[src/rtl/masku_result_queue.sv]
// masku_result_queue
// Returns full-width mask-unit results to the lanes' VRF write ports. Each
// lane has a private FIFO, so lanes drain independently through req/gnt.
// Upstream is backpressured whenever any lane FIFO is full.
//
// Ports:
//   clk_i, rst_i          clock, asynchronous active-high reset
//   result_*_i            upstream result word per lane, common addr/id, valid
//   result_ready_o        upstream ready (no lane FIFO full)
//   masku_result_*_o      per-lane FIFO head (data, be, addr, id)
//   masku_result_req_o    per-lane request (FIFO not empty)
//   masku_result_gnt_i    per-lane grant, pops the head
//   pending_o             total entries held across all lanes
//   idle_o                all FIFOs empty
module masku_result_queue #(
    parameter int unsigned NrLanes    = 4,
    parameter int unsigned Depth      = 2,
    parameter int unsigned IdWidth    = 3,
    parameter int unsigned Elen       = 64,
    parameter int unsigned VAddrWidth = 32,
    localparam int unsigned BeWidth   = Elen / 8,
    localparam int unsigned PendWidth = $clog2(NrLanes * Depth + 1)
) (
    input  logic                                  clk_i,
    input  logic                                  rst_i,
    input  logic [NrLanes-1:0][Elen-1:0]          result_i,
    input  logic [NrLanes-1:0][BeWidth-1:0]       result_be_i,
    input  logic [VAddrWidth-1:0]                 result_addr_i,
    input  logic [IdWidth-1:0]                    result_id_i,
    input  logic                                  result_valid_i,
    output logic                                  result_ready_o,
    output logic [NrLanes-1:0][Elen-1:0]          masku_result_o,
    output logic [NrLanes-1:0][BeWidth-1:0]       masku_result_be_o,
    output logic [NrLanes-1:0][VAddrWidth-1:0]    masku_result_addr_o,
    output logic [NrLanes-1:0][IdWidth-1:0]       masku_result_id_o,
    output logic [NrLanes-1:0]                    masku_result_req_o,
    input  logic [NrLanes-1:0]                    masku_result_gnt_i,
    output logic [PendWidth-1:0]                  pending_o,
    output logic                                  idle_o
);

    localparam int unsigned PtrWidth = (Depth > 1) ? $clog2(Depth) : 1;
    localparam int unsigned CntWidth = $clog2(Depth + 1);

    logic [NrLanes-1:0][CntWidth-1:0] w_count;
    logic [NrLanes-1:0]               w_full;
    logic                             w_accept;
    logic [PendWidth-1:0]             w_pending;

    // Explicit wrap so non-power-of-two depths work.
    function automatic logic [PtrWidth-1:0] ptr_inc(input logic [PtrWidth-1:0] p);
        return (p == PtrWidth'(Depth - 1)) ? '0 : p + PtrWidth'(1);
    endfunction

    // Ready depends only on registered counts: a same-cycle pop never frees a slot.
    assign result_ready_o = ~|w_full;
    assign w_accept       = result_valid_i & result_ready_o;

    for (genvar l = 0; l < NrLanes; l++) begin : g_lane
        logic [Elen-1:0]       r_data [Depth];
        logic [BeWidth-1:0]    r_be   [Depth];
        logic [VAddrWidth-1:0] r_addr [Depth];
        logic [IdWidth-1:0]    r_id   [Depth];
        logic [PtrWidth-1:0]   r_wr_ptr;
        logic [PtrWidth-1:0]   r_rd_ptr;
        logic [CntWidth-1:0]   r_count;
        logic                  w_push;
        logic                  w_pop;

        // Lanes with no enabled bytes have nothing to write back.
        assign w_push = w_accept & (|result_be_i[l]);
        assign w_pop  = (r_count != '0) & masku_result_gnt_i[l];

        // Lane FIFO storage, pointers and occupancy.
        always_ff @(posedge clk_i or posedge rst_i) begin
            if (rst_i) begin
                r_wr_ptr <= '0;
                r_rd_ptr <= '0;
                r_count  <= '0;
                for (int i = 0; i < Depth; i++) begin
                    r_data[PtrWidth'(i)] <= '0;
                    r_be[PtrWidth'(i)]   <= '0;
                    r_addr[PtrWidth'(i)] <= '0;
                    r_id[PtrWidth'(i)]   <= '0;
                end
            end else begin
                if (w_push) begin
                    r_data[r_wr_ptr] <= result_i[l];
                    r_be[r_wr_ptr]   <= result_be_i[l];
                    r_addr[r_wr_ptr] <= result_addr_i;
                    r_id[r_wr_ptr]   <= result_id_i;
                    r_wr_ptr         <= ptr_inc(r_wr_ptr);
                end
                if (w_pop) begin
                    r_rd_ptr <= ptr_inc(r_rd_ptr);
                end
                case ({w_push, w_pop})
                    2'b10:   r_count <= r_count + CntWidth'(1);
                    2'b01:   r_count <= r_count - CntWidth'(1);
                    default: r_count <= r_count;
                endcase
            end
        end

        assign w_count[l]             = r_count;
        assign w_full[l]              = (r_count >= CntWidth'(Depth));
        assign masku_result_req_o[l]  = (r_count != '0);
        assign masku_result_o[l]      = r_data[r_rd_ptr];
        assign masku_result_be_o[l]   = r_be[r_rd_ptr];
        assign masku_result_addr_o[l] = r_addr[r_rd_ptr];
        assign masku_result_id_o[l]   = r_id[r_rd_ptr];

        a_count_bound: assert property (@(posedge clk_i) disable iff (rst_i)
            r_count <= CntWidth'(Depth));

        a_no_push_full: assert property (@(posedge clk_i) disable iff (rst_i)
            !(w_push && (r_count == CntWidth'(Depth))));

        a_head_stable: assert property (@(posedge clk_i) disable iff (rst_i)
            (masku_result_req_o[l] && !masku_result_gnt_i[l]) |=>
            $stable({masku_result_o[l], masku_result_be_o[l],
                     masku_result_addr_o[l], masku_result_id_o[l]}));
    end

    // Total occupancy across lanes.
    always_comb begin
        w_pending = '0;
        for (int l = 0; l < NrLanes; l++) begin
            w_pending = w_pending + PendWidth'(w_count[l]);
        end
    end

    assign pending_o = w_pending;
    assign idle_o    = (w_pending == '0);

endmodule

[config.mk]
export PLATFORM = sky130hd
export DESIGN_NAME = masku_result_queue
export DESIGN_NICKNAME = d
export VERILOG_FILES = /design/src/rtl/masku_result_queue.sv
export SDC_FILE = /design/constraint.sdc
export NUM_CORES = 1
export LEC_CHECK = 0
export ABC_AREA = 1
export CAP_MARGIN = 20
export CORE_ASPECT_RATIO = 0.5
export CORE_MARGIN = 1.5
export CORE_UTILIZATION = 51
export CTS_BUF_LIST = sky130_fd_sc_hd__clkbuf_16
export DETAILED_ROUTE_END_ITERATION = 10
export PLACE_DENSITY = 0.8
export SYNTH_ARGS = -nofsm -noshare
export SYNTH_HDL_FRONTEND = slang
export SYNTH_SLANG_ARGS = --single-unit
[constraint.sdc]
create_clock -name clk_i -period 20.9 [get_ports clk_i]
set_clock_uncertainty 0.2 [all_clocks]
set_input_delay 4.18 -clock clk_i [delete_from_list [all_inputs] [get_ports clk_i]]
set_output_delay 4.18 -clock clk_i [all_outputs]
set_load 0.02 [all_outputs]
; ---- Word-level counts from Yosys, hierarchy flattened
; Cells that the tools add are included.
; W data, S select, Z words.
[totals]
regBits = 872
inputBits = 330
output_inout_bits = 438
wordCells = 236
[classes]
n_addsub = 19
order_cmp = 16
eq_ne = 8
n_mux = 108
bitwise = 18
n_reduce_logical = 23
[op_table]
columns = operator, n
row1 = $mux W64, 16
row2 = $bwmux W128, 4
row3 = $mux W32, 16
row4 = $bwmux W64, 4
row5 = $demux W64 S1, 4
row6 = $demux W32 S1, 4
row7 = $mux W8, 16
row8 = $bwmux W16, 4
row9 = $mux W3, 16
row10 = $demux W8 S1, 4
row11 = $reduce_or A8 Y1, 4
row12 = $bwmux W6, 4
row13 = $ge A2 B2 Y1 const B, 12
row14 = $not A1 Y2, 8
row15 = $pmux W2 S2, 4
row16 = $reduce_bool A2 Y1, 8
row17 = $demux W3 S1, 4
row18 = $and A1 B1 Y1, 9
row19 = $add A1 B1 Y1 const B, 8
row20 = $add A2 B1 Y2 const B, 4
row21 = $eq A2 B1 Y1 const B, 4
row22 = $eq A2 B2 Y1 const B, 4
row23 = $lt A2 B1 Y1 const B, 4
row24 = $mux W1, 8
row25 = 10 further kinds, 19

; ---- Depth between registers and ports, before layout
; Gate-level depths: netlist of the first run.
[depth]
word_depth = 7
depth_mapped = 10

; ---- Worst setup path after synthesis of the first run
; Ideal clock, no wire load.
[synth_timing]
path_kind = input to register
start = in result_valid_i
end = reg g_lane[3].r_addr[0] (netlist bit) (enable)
t_arrival_ps = 12043
slack_ps = 7952
path_stages = 6
path_buffers = 2
cell_sequence = inv_1 -> nor2_4 -> buf_6 -> buf_2 -> nand2_1 -> nor3_1
[synth_via]
elab_chain_cells = 3
[synth_lines]
columns = element, line
row1 = from (decl), 30  ; input logic result_valid_i,
row2 = $and A1 B1 Y1, 57  ; assign w_accept = result_valid_i & result_ready_o;
row3 = $and A1 B1 Y1, 71  ; assign w_push = w_accept & (|result_be_i[l]);
row4 = $reduce_and A2 Y1 (no line), -
row5 = "to (signal, indexed assignment)", 90  ; r_addr[r_wr_ptr] <= result_addr_i;
row6 = to (decl), 62  ; logic [VAddrWidth-1:0] r_addr [Depth];
; No other way between the ends.
; A chain may end at the register's enable or synchronous reset.

; ---- Worst setup path in the final report of the first run
[layout_timing]
start = reg g_lane[0].r_count[1]
end = out idle_o
[layout_via]
elab_chain_cells = 4
[layout_lines]
columns = element, line
row1 = from (decl), 66  ; logic [CntWidth-1:0] r_count;
row2 = from (signal assigned), 98  ; 2'b10: r_count <= r_count + CntWidth'(1);
row3 = from (signal assigned), 99  ; 2'b01: r_count <= r_count - CntWidth'(1);
row4 = from (signal assigned), 100  ; default: r_count <= r_count;
row5 = $add A2 B2 Y3, 129  ; w_pending = w_pending + PendWidth'(w_count[l]);
row6 = $add A3 B2 Y4, 129
row7 = $add A4 B2 Y4, 129
row8 = $logic_not A4 Y1, 134  ; assign idle_o = (w_pending == '0);
row9 = to (decl), 39  ; output logic idle_o
; No other way between the ends.

==> impl_metrics.json, run 1 <==
{
  "hold_ws_ns": 0.269,
  "die_area_mm2": 0.0734,
  "cts_hold_buf": 0,
  "chipHeight_um": 192,
  "h-tree-depth": 3,
  "dpl_cell_area_mm2": 0.0448,
  "grt_pass1_vias": 29500,
  "synth.avg_cell_area_um2": 9.49,
  "ant_nets": 0,
  "critPathMaxFanout": 4,
  "p_total_mw": 7.04,
  "arrival_ns": 3.82,
  "vdd_drop_max_v": 0.0000893,
  "critPathLaunchType": "register",
  "die_w_um": 382,
  "initial_utilization_pct": 51.5,
  "worst-setup-path-type": "register to primary output",
  "maxSlewHeadroom_pct": 22.0,
  "grt_pass1_wl_um": 176000,
  "critPathMostFrequentCell": "fa_1",
  "postCtsSetupBuffers": 0,
  "drv_cap": 0,
  "routabilityCongestion": 0.873,
  "fp-row-count": 69,
  "synth_edf_count": 428,
  "cts_sinks": 872,
  "internal_power_mw": 4.19,
  "cts_tree": "built",
  "fin_crit_sh_pct": 39.2,
  "grt_antenna_before_repair": 16,
  "p_switching_mw": 2.85,
  "cts_buffer_depth": 3,
  "rsz0062_at_grt": "no",
  "hold_depth": 2,
  "port_buffers": 767,
  "fin_area_mm2": 0.0475,
  "cellLeakagePower_nw": 21.8,
  "synth_top_cell_by_area": "edfxtp_1",
  "clkPwrFrac_pct": 20.9,
  "synth_ff_type": "dfrtp_1",
  "synthCells": 3855,
  "drc_errors": 0,
  "hold_viol": 0,
  "grt_max_degree": 162,
  "slew_violations": 0,
  "setup_tns_ns": 0,
  "hp-class": "register to register",
  "synth_nets": 4195,
  "avgViaCountPerCell": 5.60,
  "powerDensity_mw_per_mm2": 148,
  "dpl.hpwl_um": 74800,
  "synth_commonest_cells": "nand2_1, dfrtp_1, edfxtp_1, nand4_1, clkbuf_1",
  "syn_to_final_growth_pct": 29.9,
  "r2r_cells": 9,
  "core_area_mm2": 0.0710,
  "outcome": "finished, final reports clean",
  "wl_per_cell_um": 21.7,
  "drt-total-wl_um": 120000,
  "grt_overflow": 0,
  "vias": 30900,
  "multi_input_area_mm2": 0.0114,
  "yosysMostFrequentCell": "nand2_1",
  "tightest_slew_ns": 1.17,
  "worstPathCellList": "fa_1 -> inv_1 -> fa_1 -> inv_1 -> ha_1 -> fa_1 -> nor4_1 -> clkdlybuf4s50_1",
  "seq_area_mm2": 0.0240,
  "drt_iter0_drc": 3279,
  "period_minus_slack_ns": 8.20,
  "p_comb_share_pct": 44.4,
  "ys_async_sr_fraction_pct": 50.9,
  "layout-drive-gt1-share_pct": 4.17,
  "synth.area.top_cells": "edfxtp_1, dfrtp_1, nand2_1",
  "fin_nets": 4814,
  "cpMaxStageDelayCell": "clkdlybuf4s50_1",
  "ys_seq_area_share_pct": 65.5,
  "netlist_area_mm2": 0.0366,
  "max_clock_freq_mhz": 122,
  "ys_ff_latch": 872,
  "swShare_pct": 40.5,
  "yosysUniqueCellTypes": 25,
  "groute.usage.overall_pct": 31.4,
  "numCtsBuffers": 78,
  "critPathCaptureType": "primary output",
  "cts_resized": 0,
  "first_pass_iters": 5,
  "yosysTopAreaCellShare_pct": 35.1,
  "finalSetupViolCount": 0,
  "cts.clk_slew.worst_paths_ns": 0.07,
  "clkLatencyLatePin_ns": 0.65,
  "critical-path-max-stage-delay_ns": 0.66,
  "post-route-util_pct": 66.9,
  "pwr-share-seq_pct": 34.7,
  "cts-root-buf": "clkbuf_16",
  "required_ns": 16.52,
  "yosys_warnings": 0,
  "fillers": 5348,
  "io-pin-count": 768
}
==> layout make-up <==
class / count / area share, %
clock inverter: 61 / 1.06
tap: 958 / 2.52
multi-input combinational: 2659 / 23.9
clock buffer: 82 / 4.32
timing repair buffer: 811 / 17.1
sequential: 872 / 50.5
antenna: 19 / 0.100
inverter: 52 / 0.448
==> state kept, by name, indices dropped and copies added (netlist names) <==
signal and flops:
g_lane.r_rd_ptr 4, g_lane.r_id 24, g_lane.r_addr 256, g_lane.r_count 8, g_lane.r_wr_ptr 4, g_lane.r_be 64
g_lane.r_data 512
==> final timing paths <==
path / startpoint / to / slack [ns]
max: g_lane[0].r_count[1]$_DFFE_PP0P_ / idle_o / 12.70
max reg2reg: g_lane[2].r_count[1]$_DFFE_PP0P_ / g_lane[0].r_data[19]$_DFFE_PP_ / 16.23
min reg2reg: g_lane[1].r_data[96]$_DFFE_PP0P_ / g_lane[1].r_data[96]$_DFFE_PP0P_ / 0.27
max in group asynchronous: rst_i / g_lane[0].r_rd_ptr$_DFFE_PP0P_ / 13.83
min in group asynchronous: rst_i / g_lane[1].r_addr[48]$_DFFE_PP0P_ / 4.28
min: g_lane[1].r_data[96]$_DFFE_PP0P_ / g_lane[1].r_data[96]$_DFFE_PP0P_ / 0.27
==> critical path, delay by kind of cell (launching register included) <==
| family | cells | cell delay, ns |
|---|---|---|
| fa+ha+maj | 4 | 1.74 |
| buf+inv | 3 | 0.76 |
| flops | 1 | 0.46 |
| simple gates | 1 | 0.20 |
==> cells by family (layout without fill, tap and decap cells) <==
logic type      after synthesis  count (layout)  synth area share (%)
fa+ha+maj                    10              10                 0.424
buf+inv                     324            1006                  3.59
flops                       872             872                  65.5
xor+xnor                     12              12                 0.287
compound gates                8               8                 0.109
simple gates               2629            2629                  30.1
other cells                   0              19                     0
==> per-stage QoR <==
stage               instances  setup WS, ns
floorplan                3855          4.15
global placement         5346         12.43
detailed placement       5349         12.35
CTS                      5492         12.65
global route             5509         12.47
finish                   5514         12.70
==> power by group through the flow <==
stage / Combinational, mW / Clock (mW) / Sequential (mW)
floorplan: 1.71 / 0 / 2.38
global placement: 3.05 / 0 / 2.45
detailed placement: 3.11 / 0 / 2.47
CTS: 3.13 / 1.48 / 2.44
global route: 3.34 / 1.55 / 2.49
finish: 3.13 / 1.47 / 2.44
==> per-layer routing <==
layer | routed length (um) | vias up | part of all wire (%) | global-route usage (%)
met5 | 23 | - | 0.019 | 0
met4 | 8610 | 4 | 7.2 | 20.8
met3 | 7980 | 405 | 6.7 | 5.90
met2 | 59600 | 1443 | 50 | 51.6
met1 | 43600 | 15000 | 36 | 38.4
li1 | - | 14000 | - | -
==> cell usage in the layout, fill, tap and decap left out, types with 5 or more instances in the layout <==
cell	n
inv_1	56
xnor2_1	7
diode_2	19
nor2_1	10
dfrtp_1	440
xor2_1	5
clkinv_2	26
nand2_1	2173
buf_4	37
ha_1	6
clkbuf_16	82
bufinv_16	8
clkinv_1	15
clkdlybuf4s50_1	767
edfxtp_1	428
buf_16	6
nand4_1	428
Power figures use the tool's default switching activity.
==> run 2, diff against run 1 <==
CORE_UTILIZATION = 46   (was 51)
PLACE_DENSITY = 0.76   (was 0.8)
clock period = 6.85 ns   (was 20.9 ns; I/O delays follow)
==> run 2 against run 1 <==
Worst hold slack improved by 0.0015 ns. Utilization fell by 6.1 points. Die area rose by 11%. Sequential power rose to 3.0 times the previous value. Worst setup slack got worse by 11 ns. Sequential cell count did not move. Highest routed layer unchanged. First-iteration DRC count fell by 9.1%. Critical path depth did not move. Critical endpoint unchanged. Cell count rose by 1.4%. Clock-buffer cell count did not move. Largest power group unchanged. Largest cell class unchanged.
==> impl_metrics.json, run 2 (same netlist as run 1, synthesis figures left out) <==
{
  "die_w_um": 402,
  "slew_violations": 0,
  "cpMaxStageDelayCell": "clkdlybuf4s50_1",
  "critPathMaxFanout": 4,
  "die_area_mm2": 0.0813,
  "groute.usage.overall_pct": 29.1,
  "p_comb_share_pct": 44.9,
  "grt_pass1_wl_um": 181000,
  "numCtsBuffers": 78,
  "seq_area_mm2": 0.0240,
  "reg_top3": "g_lane.r_data x512, g_lane.r_addr x256, g_lane.r_be x64",
  "postCtsSetupBuffers": 0,
  "fin_nets": 4814,
  "core_area_mm2": 0.0780,
  "routabilityCongestion": 0.886,
  "cts_tree": "built",
  "swShare_pct": 40.8,
  "fillers": 6425,
  "cts_sinks": 872,
  "arrival_ns": 3.75,
  "drt_iter0_drc": 2981,
  "largest_register_ffs": 512,
  "vias": 30900,
  "hp-class": "register to register",
  "cts_resized": 0,
  "hold_ws_ns": 0.271,
  "gr-usage-met1_pct": 35.8,
  "hold_viol": 0,
  "place_ws_ns": 2.22,
  "setup_tns_ns": 0,
  "layout_common_cells": "nand2_1, clkdlybuf4s50_1, dfrtp_1",
  "cellLeakagePower_nw": 21.8,
  "io-pin-count": 768,
  "fp-row-count": 72,
  "chipHeight_um": 202,
  "dpl.hpwl_um": 76000,
  "worst-setup-path-type": "register to primary output",
  "vdd_drop_max_v": 0.000276,
  "post-route-util_pct": 60.9,
  "grt_use_met3_pct": 4.63,
  "grt_overflow": 0,
  "final_common_cell": "nand2_1",
  "grt_antenna_before_repair": 20,
  "maxSlewHeadroom_pct": 21.5,
  "ant_nets": 0,
  "multi_input_area_mm2": 0.0114,
  "gr-max-usage-layer": "met2",
  "largest-register": "g_lane.r_data",
  "critPathCaptureType": "primary output",
  "grt_max_degree": 121,
  "outcome": "finished, final reports clean",
  "critPathMostFrequentCell": "fa_1",
  "port_buffers": 767,
  "cts-root-buf": "clkbuf_16",
  "layout-drive-gt1-share_pct": 4.08,
  "avgViaCountPerCell": 5.53,
  "clkLatencyLatePin_ns": 0.67,
  "syn_to_final_growth_pct": 29.8,
  "grt_pass1_vias": 29700,
  "grtUsageMet2_pct": 48.1,
  "cts_buffer_depth": 3,
  "powerDensity_mw_per_mm2": 449,
  "required_ns": 5.28,
  "cts.clk_slew.worst_paths_ns": 0.07,
  "critical-path-max-stage-delay_ns": 0.65,
  "finalSetupViolCount": 0,
  "h-tree-depth": 3,
  "pwr-share-seq_pct": 34.8,
  "drt-total-wl_um": 121000,
  "period_minus_slack_ns": 5.32,
  "cts_hold_buf": 0,
  "initial_utilization_pct": 46.9,
  "fin_crit_sh_pct": 77.6,
  "drc_errors": 0,
  "max_clock_freq_mhz": 188,
  "critPathLaunchType": "register",
  "tightest_slew_ns": 1.18,
  "drv_cap": 0,
  "wl_per_cell_um": 21.7,
  "setup_slack_ns": 1.53,
  "p_total_mw": 21.3,
  "p_switching_mw": 8.69,
  "clkPwrFrac_pct": 20.4,
  "worstPathCellList": "fa_1 -> inv_1 -> fa_1 -> inv_1 -> ha_1 -> fa_1 -> nor4_1 -> clkdlybuf4s50_1",
  "first_pass_iters": 8,
  "rsz0062_at_grt": "no",
  "internal_power_mw": 12.6
}
[run 2: worst paths after layout]
path	cells past startpoint	from	endpoint	slack, ns
min in group asynchronous	2	rst_i	g_lane[3].r_addr[34]$_DFFE_PP0P_	1.60
max	8	g_lane[0].r_count[1]$_DFFE_PP0P_	idle_o	1.53
min	2	g_lane[1].r_data[104]$_DFFE_PP0P_	g_lane[1].r_data[104]$_DFFE_PP0P_	0.27
max in group asynchronous	3	rst_i	g_lane[2].r_data[100]$_DFFE_PP0P_	3.66
max reg2reg	7	g_lane[0].r_count[1]$_DFFE_PP0P_	g_lane[2].r_data[109]$_DFFE_PP0P_	3.53
min reg2reg	2	g_lane[1].r_data[104]$_DFFE_PP0P_	g_lane[1].r_data[104]$_DFFE_PP0P_	0.27
[run 2: critical path: cells and delay by family (launching register included)]
family        cells  cell delay [ns]
fa+ha+maj         4             1.73
flops             1             0.43
simple gates      1             0.18
buf+inv           3             0.74
[run 2: power groups by stage]
stage	Combinational [mW]	Sequential, mW	Clock [mW]
floorplan	5.22	7.26	0
global placement	9.41	7.44	0
detailed placement	9.54	7.49	0
CTS	9.58	7.40	4.40
global route	10.2	7.55	4.62
finish	9.57	7.41	4.34
[run 2: per-layer routing]
layer / routed length [um] / vias up / part of all wire [%]
met2: 60300 / 1314 / 50
met1: 45100 / 15200 / 37
met4: 8410 / 6 / 6.9
met5: 42 / - / 0.035
met3: 7230 / 386 / 6.0
li1: - / 14000 / -
[run 2: final cells by class]
type | count | share of cell area, %
timing repair buffer | 811 | 17.1
tap | 1036 | 2.73
inverter | 52 | 0.440
antenna | 15 | 0.0791
clock inverter | 62 | 0.830
multi-input combinational | 2659 | 24.0
sequential | 872 | 50.5
clock buffer | 82 | 4.32
[run 2: per-stage QoR]
step / cells / area (um^2)
after floorplan: 3855 / 36600
after detailed placement: 5429 / 45000
final: 5589 / 47500
after CTS: 5573 / 47400
after global routing: 5589 / 47500
after global placement: 5429 / 45000
